==> config.mk <==
export PLATFORM = sky130hd
export DESIGN_NAME = fetch_unit
export DESIGN_NICKNAME = d
export VERILOG_FILES = /design/src/rtl/fetch_unit.sv
export SDC_FILE = /design/constraint.sdc
export NUM_CORES = 1
export LEC_CHECK = 0
export ABC_AREA = 1
export BUFFER_PORTS_ARGS = -buffer_cell sky130_fd_sc_hd__buf_2
export CORE_MARGIN = 10
export CORE_UTILIZATION = 40
export CTS_CLUSTER_SIZE = 14
export DETAILED_ROUTE_END_ITERATION = 12
export PLACE_DENSITY_LB_ADDON = 0.12
export SLEW_MARGIN = 20
export SYNTH_ARGS = -nofsm -noshare
export SYNTH_HDL_FRONTEND = slang
export SYNTH_SLANG_ARGS = --single-unit
==> constraint.sdc <==
create_clock -name clk -period 3.4 [get_ports clk]
set_clock_uncertainty 0.15 [all_clocks]
set_input_delay 0.51 -clock clk [delete_from_list [all_inputs] [get_ports clk]]
set_output_delay 0.51 -clock clk [all_outputs]
set_load 0.02 [all_outputs]
==> src/rtl/fetch_unit.sv <==
// Purpose : single-outstanding instruction fetch FSM with redirect handling.
// Latency : 1 cycle from imem_rvalid to inst_valid; 1 cycle from redirect to new request.
// Backpr. : holds inst/inst_pc until inst_ready; holds imem_req/imem_addr until imem_ready.
//
// Ports:
//   clk, rst_n                       clock, async active-low reset
//   imem_req/imem_addr               fetch request (word aligned) to instruction memory
//   imem_ready/imem_rvalid/rdata     memory accept and response
//   inst_valid/inst/inst_pc          instruction presented to decode
//   inst_ready                       decode consumes inst
//   redir_*                          control-flow redirect (branch/JAL/JALR)
//   misalign_err                     one-cycle pulse for a rejected misaligned target
module fetch_unit #(
  parameter logic [31:0] RESET_PC = 32'h0000_0000
) (
  input  logic        clk,
  input  logic        rst_n,
  output logic        imem_req,
  output logic [31:0] imem_addr,
  input  logic        imem_ready,
  input  logic        imem_rvalid,
  input  logic [31:0] imem_rdata,
  output logic        inst_valid,
  output logic [31:0] inst,
  output logic [31:0] inst_pc,
  input  logic        inst_ready,
  input  logic        redir_valid,
  input  logic        redir_is_jalr,
  input  logic [31:0] redir_pc,
  input  logic [31:0] redir_rs1,
  input  logic [31:0] redir_imm,
  output logic        misalign_err
);

  localparam logic [31:0] NOP = 32'h0000_0013;

  typedef enum logic [1:0] {S_IDLE, S_REQ, S_WAIT, S_HOLD} state_t;

  state_t      r_state;
  state_t      w_state_nxt;
  logic [31:0] r_pc;
  logic [31:0] r_tgt;
  logic [31:0] r_inst;
  logic [31:0] r_inst_pc;
  logic        r_inst_valid;
  logic        r_drop;
  logic        r_misalign;

  logic [31:0] w_pc_nxt;
  logic [31:0] w_tgt_nxt;
  logic        w_drop_nxt;
  logic        w_inst_valid_nxt;
  logic        w_load_inst;

  logic [31:0] w_jalr_sum;
  logic [31:0] w_target;
  logic        w_redir;
  logic        w_misalign;

  // JALR clears bit 0 of the sum; bit 1 set means the target is not word aligned.
  assign w_jalr_sum = redir_rs1 + redir_imm;
  assign w_target   = redir_is_jalr ? {w_jalr_sum[31:1], 1'b0} : (redir_pc + redir_imm);
  assign w_misalign = redir_valid & w_target[1];
  assign w_redir    = redir_valid & ~w_target[1];

  always_ff @(posedge clk or negedge rst_n) begin
    if (!rst_n) begin
      r_state <= S_IDLE;
    end else begin
      r_state <= w_state_nxt;
    end
  end

  always_comb begin
    w_state_nxt      = r_state;
    w_pc_nxt         = r_pc;
    w_tgt_nxt        = r_tgt;
    w_drop_nxt       = r_drop;
    w_inst_valid_nxt = r_inst_valid;
    w_load_inst      = 1'b0;
    case (r_state)
      S_IDLE: begin
        w_state_nxt = S_REQ;
        if (w_redir) begin
          w_pc_nxt = w_target;
        end
      end
      S_REQ: begin
        // The request on the bus must not change; park the target and drop the reply.
        if (w_redir) begin
          w_tgt_nxt  = w_target;
          w_drop_nxt = 1'b1;
        end
        if (imem_ready) begin
          w_state_nxt = S_WAIT;
        end
      end
      S_WAIT: begin
        if (w_redir) begin
          w_pc_nxt    = w_target;
          w_drop_nxt  = 1'b0;
          w_state_nxt = S_REQ;
        end else if (imem_rvalid) begin
          if (r_drop) begin
            w_pc_nxt    = r_tgt;
            w_drop_nxt  = 1'b0;
            w_state_nxt = S_REQ;
          end else begin
            w_load_inst      = 1'b1;
            w_inst_valid_nxt = 1'b1;
            w_state_nxt      = S_HOLD;
          end
        end
      end
      S_HOLD: begin
        // Redirect takes priority over a same-cycle consume.
        if (w_redir) begin
          w_pc_nxt         = w_target;
          w_inst_valid_nxt = 1'b0;
          w_state_nxt      = S_REQ;
        end else if (inst_ready) begin
          w_pc_nxt         = r_pc + 32'd4;
          w_inst_valid_nxt = 1'b0;
          w_state_nxt      = S_REQ;
        end
      end
      default: begin
        w_state_nxt = S_IDLE;
      end
    endcase
  end

  always_ff @(posedge clk or negedge rst_n) begin
    if (!rst_n) begin
      r_pc         <= RESET_PC;
      r_tgt        <= RESET_PC;
      r_drop       <= 1'b0;
      r_inst_valid <= 1'b0;
      r_inst       <= NOP;
      r_inst_pc    <= RESET_PC;
      r_misalign   <= 1'b0;
    end else begin
      r_pc         <= w_pc_nxt;
      r_tgt        <= w_tgt_nxt;
      r_drop       <= w_drop_nxt;
      r_inst_valid <= w_inst_valid_nxt;
      r_misalign   <= w_misalign;
      if (w_load_inst) begin
        r_inst    <= imem_rdata;
        r_inst_pc <= r_pc;
      end
    end
  end

  assign imem_req     = (r_state == S_REQ);
  assign imem_addr    = r_pc;
  assign inst_valid   = r_inst_valid;
  assign inst         = r_inst;
  assign inst_pc      = r_inst_pc;
  assign misalign_err = r_misalign;

endmodule

==> results.sh <==
export IMPL_status="complete, no violations"
export IMPL_syn_num_nets=2023
export IMPL_critPathSlowestCell="dfrtp_1"
export IMPL_drc_errors=0
export IMPL_die_y_um=189.9
export IMPL_hold_ws_ps=155.8
export IMPL_grt_pass1_wl_mm=62.54
export IMPL_clkPwrFrac_pct=20.6
export IMPL_io_buffers=233
export IMPL_cp_common_cell="nand2_1"
export IMPL_arrival_ps=2710
export IMPL_die_area_mm2=0.03605
export IMPL_p_int_mw=5.038
export IMPL_wire_per_inst_um=16.14
export IMPL_netlist_instances=1819
export IMPL_worstPathRequired_ps=3560
export IMPL_cts_buffer_depth=2
export IMPL_gp_congestion=0.9617
export IMPL_layout_drive_gt1_share_pct=15.83
export IMPL_synth_area_mm2=0.01154
export IMPL_syn_area_per_cell_um2=6.345
export IMPL_antenna_diode_count=0
export IMPL_cp_slowest_stage_delay_ps=440
export IMPL_cts_tree="yes"
export IMPL_cts_inserted_buffers=17
export IMPL_antenna_found_initial=0
export IMPL_vias_per_cell=4.991
export IMPL_synth_cell_types=49
export IMPL_area_sequential_mm2=0.003332
export IMPL_first_pass_iters=5
export IMPL_postRouteAntennaNets=0
export IMPL_async_reset_ff_share_pct=100.0
export IMPL_yosysWarnings=0
export IMPL_grt_ovfl_total=0
export IMPL_cts_setup_buffers=0
export IMPL_end_kind="flip-flop"
export IMPL_rsz0062_at_grt="false"
export IMPL_worst_slew_pin_slew_ps=725.9
export IMPL_pwr_share_comb_pct=49.1
export IMPL_grt_max_degree=76
export IMPL_drt_iter0_drc=932
export IMPL_critPathTopFamily="simple AND/OR/NAND/NOR gates"
export IMPL_critical_path_cell_chain="nand3_1 > nor2_1 > nand2_1 > nor2_2 > nand2_1 > o21ai_1 > nand3_1 > nand2_1 > nand3_1 > nand2_1 > clkinv_1 > nand2_1 > nand2_1"
export IMPL_htreeDepth=4
export IMPL_power_density_mw_per_mm2=678.6
export IMPL_yosysSeqAreaShare_pct=28.87
export IMPL_fin_tns_setup_ps=0
export IMPL_p_sw_share_pct=46.08
export IMPL_boundaryPins=234
export IMPL_final_common_cell="nand2_1"
export IMPL_timing_final_crit_period_ps=2553
export IMPL_wl_mm=39.45
export IMPL_clk_pin_slew_ps=70
export IMPL_nFillCells=3032
export IMPL_synth_edff_count=0
export IMPL_startpoint_type="flip-flop"
export IMPL_hold_class="input pin to flip-flop"
export IMPL_p_leak_nw=7.908
export IMPL_grt_use_total_pct=21.21
export IMPL_cts_sinks=133
export IMPL_finalCritPeriodShare_pct=75.08
export IMPL_synth_seq_cells=133
export IMPL_die_w_um=189.9
export IMPL_layout_common_cells="680 x nand2_1, 255 x inv_1, 232 x buf_2, 144 x nor2_1, 130 x dfrtp_1"
export IMPL_dp_hpwl_mm=31.78
export IMPL_areaGrowthSynthToFinish_pct=19.28
export IMPL_via_count=12200
export IMPL_hold_viol=0
export IMPL_critPathBufInv=1
export IMPL_synthFlopType="dfrtp_1"
export IMPL_core_mm2=0.02863
export IMPL_ir_drop_mv=0.3710
export IMPL_rows=62
export IMPL_maxCapViolCount=0
export IMPL_nets=2252
export IMPL_cts_root_buf="clkbuf_16"
export IMPL_slew_headroom_pct=51.54
export IMPL_grt_pass1_vias=11750
export IMPL_final_max_slew_viol_count=0
export IMPL_multi_input_area_mm2=0.006979
export IMPL_finalSetupViolCount=0
export IMPL_max_freq_ghz=0.3918
export IMPL_clock_latency_ps=420
export IMPL_start_util_pct=40.32
export IMPL_p_sw_mw=4.305
export IMPL_seq_power_share_pct=30.3
export IMPL_cp_max_fo=5
export IMPL_worst_setup_path_type="flip-flop to flip-flop"
[path summary, 6_finish.rpt]
| path | startpoint | end | slack, ps | cells past startpoint |
|---|---|---|---|---|
| max | imem_addr[2]$_DFFE_PN0P_ | imem_addr[21]$_DFFE_PN0P_ | 850 | 13 |
| min | imem_rdata[24] | inst[24]$_DFFE_PN0P_ | 160 | 2 |
| max reg2reg | imem_addr[2]$_DFFE_PN0P_ | imem_addr[21]$_DFFE_PN0P_ | 850 | 13 |
| min reg2reg | inst_valid$_DFFE_PN0P_ | inst_valid$_DFFE_PN0P_ | 330 | 2 |
| max in group asynchronous | rst_n | inst[1]$_DFFE_PN1P_ | 1810 | 3 |
| min in group asynchronous | rst_n | inst[23]$_DFFE_PN0P_ | 530 | 2 |
[worst reg2reg max path: cells and delay by family (launching register included)]
kind            cells  cell delay (ps)
flops               1              440
simple gates       11             1650
compound gates      1              150
buf+inv             1               50
[layer usage]
metal	vias to the layer above	wire (um)	GRT usage (%)
met4	0	750	5.433
met3	51	2249	3.424
met1	5538	19190	29.89
met2	395	17260	33.00
li1	6213	-	-
met5	-	0	0
[cell families (layout without fill, tap and decap cells)]
kind of cell / after synthesis / count (layout) / synth area share [%]
AO/OA/AOI/OAI: 267 / 267 / 12.59
buffers and inverters: 308 / 549 / 10.67
XOR/XNOR: 20 / 20 / 1.518
flip-flops: 133 / 133 / 28.87
adder cells (fa/ha/maj): 69 / 69 / 7.610
multiplexers: 37 / 37 / 4.488
AND/OR/NAND/NOR: 985 / 985 / 34.27
[flip-flops by register name (all words and copies together) (netlist names)]
signal and flops:
misalign_err 1, r_state 2, inst_pc 32, inst 32
r_drop 1, imem_addr 32, inst_valid 1, r_tgt 32
[what timing repair did]
action,in CTS,in global routing
hold endpoints to repair,12,0
hold buffers,1,0
setup endpoints to repair,0,0
resized for setup,0,0
[power by group through the flow]
| stage | Sequential [mW] | Clock (mW) | Combinational [mW] |
|---|---|---|---|
| after floorplan | 3.30 | 0 | 2.55 |
| after global placement | 2.82 | 0 | 4.52 |
| after detailed placement | 2.84 | 0 | 4.57 |
| after CTS | 2.82 | 1.97 | 4.60 |
| after global routing | 2.91 | 2.04 | 5.12 |
| final | 2.83 | 1.93 | 4.58 |
[cells in the mapped netlist (all sizes together), types with 3 or more instances]
cell | number | area share (%)
a21o | 3 | 0.20
a21oi | 104 | 4.5
a22oi | 3 | 0.20
a31oi | 3 | 0.16
buf | 25 | 1.5
clkbuf | 17 | 0.55
clkinv | 7 | 0.23
dfrtp | 130 | 28
dfstp | 3 | 0.68
ha | 67 | 7.3
inv | 259 | 8.4
mux2 | 37 | 4.5
nand2 | 682 | 22
nand3 | 110 | 4.9
nand3b | 3 | 0.20
nand4 | 11 | 0.60
nor2 | 148 | 4.9
nor3 | 23 | 1.0
o21a | 7 | 0.46
o21ai | 116 | 5.0
o21bai | 13 | 0.85
o22ai | 9 | 0.49
or2 | 4 | 0.22
xnor2 | 7 | 0.53
xor2 | 13 | 0.99
[per-stage QoR]
step / util, % / total power [mW] / instances / cell area (um2) / setup WS (ps)
2_1_floorplan: - / 5.847 / 1819 / 11540 / 813.7
3_3_place_gp: 45.93 / 7.347 / 2412 / 13150 / 496.0
3_5_place_dp: 45.93 / 7.412 / 2412 / 13150 / 442.2
4_1_cts: 48.10 / 9.384 / 2444 / 13770 / 875.9
5_1_grt: 48.10 / 10.07 / 2444 / 13770 / 657.7
6_report: 48.10 / 9.343 / 2444 / 13770 / 847.4
[area by class of cell]
| type | count | area share [%] |
|---|---|---|
| Inverter | 266 | 7.252 |
| Clock buffer | 18 | 3.190 |
| Multi-Input combinational cell | 1378 | 50.69 |
| Sequential cell | 133 | 24.20 |
| Timing Repair Buffer | 252 | 9.933 |
| Tap cell | 384 | 3.490 |
| Clock inverter | 13 | 1.245 |
Power figures use the tool's default switching activity.
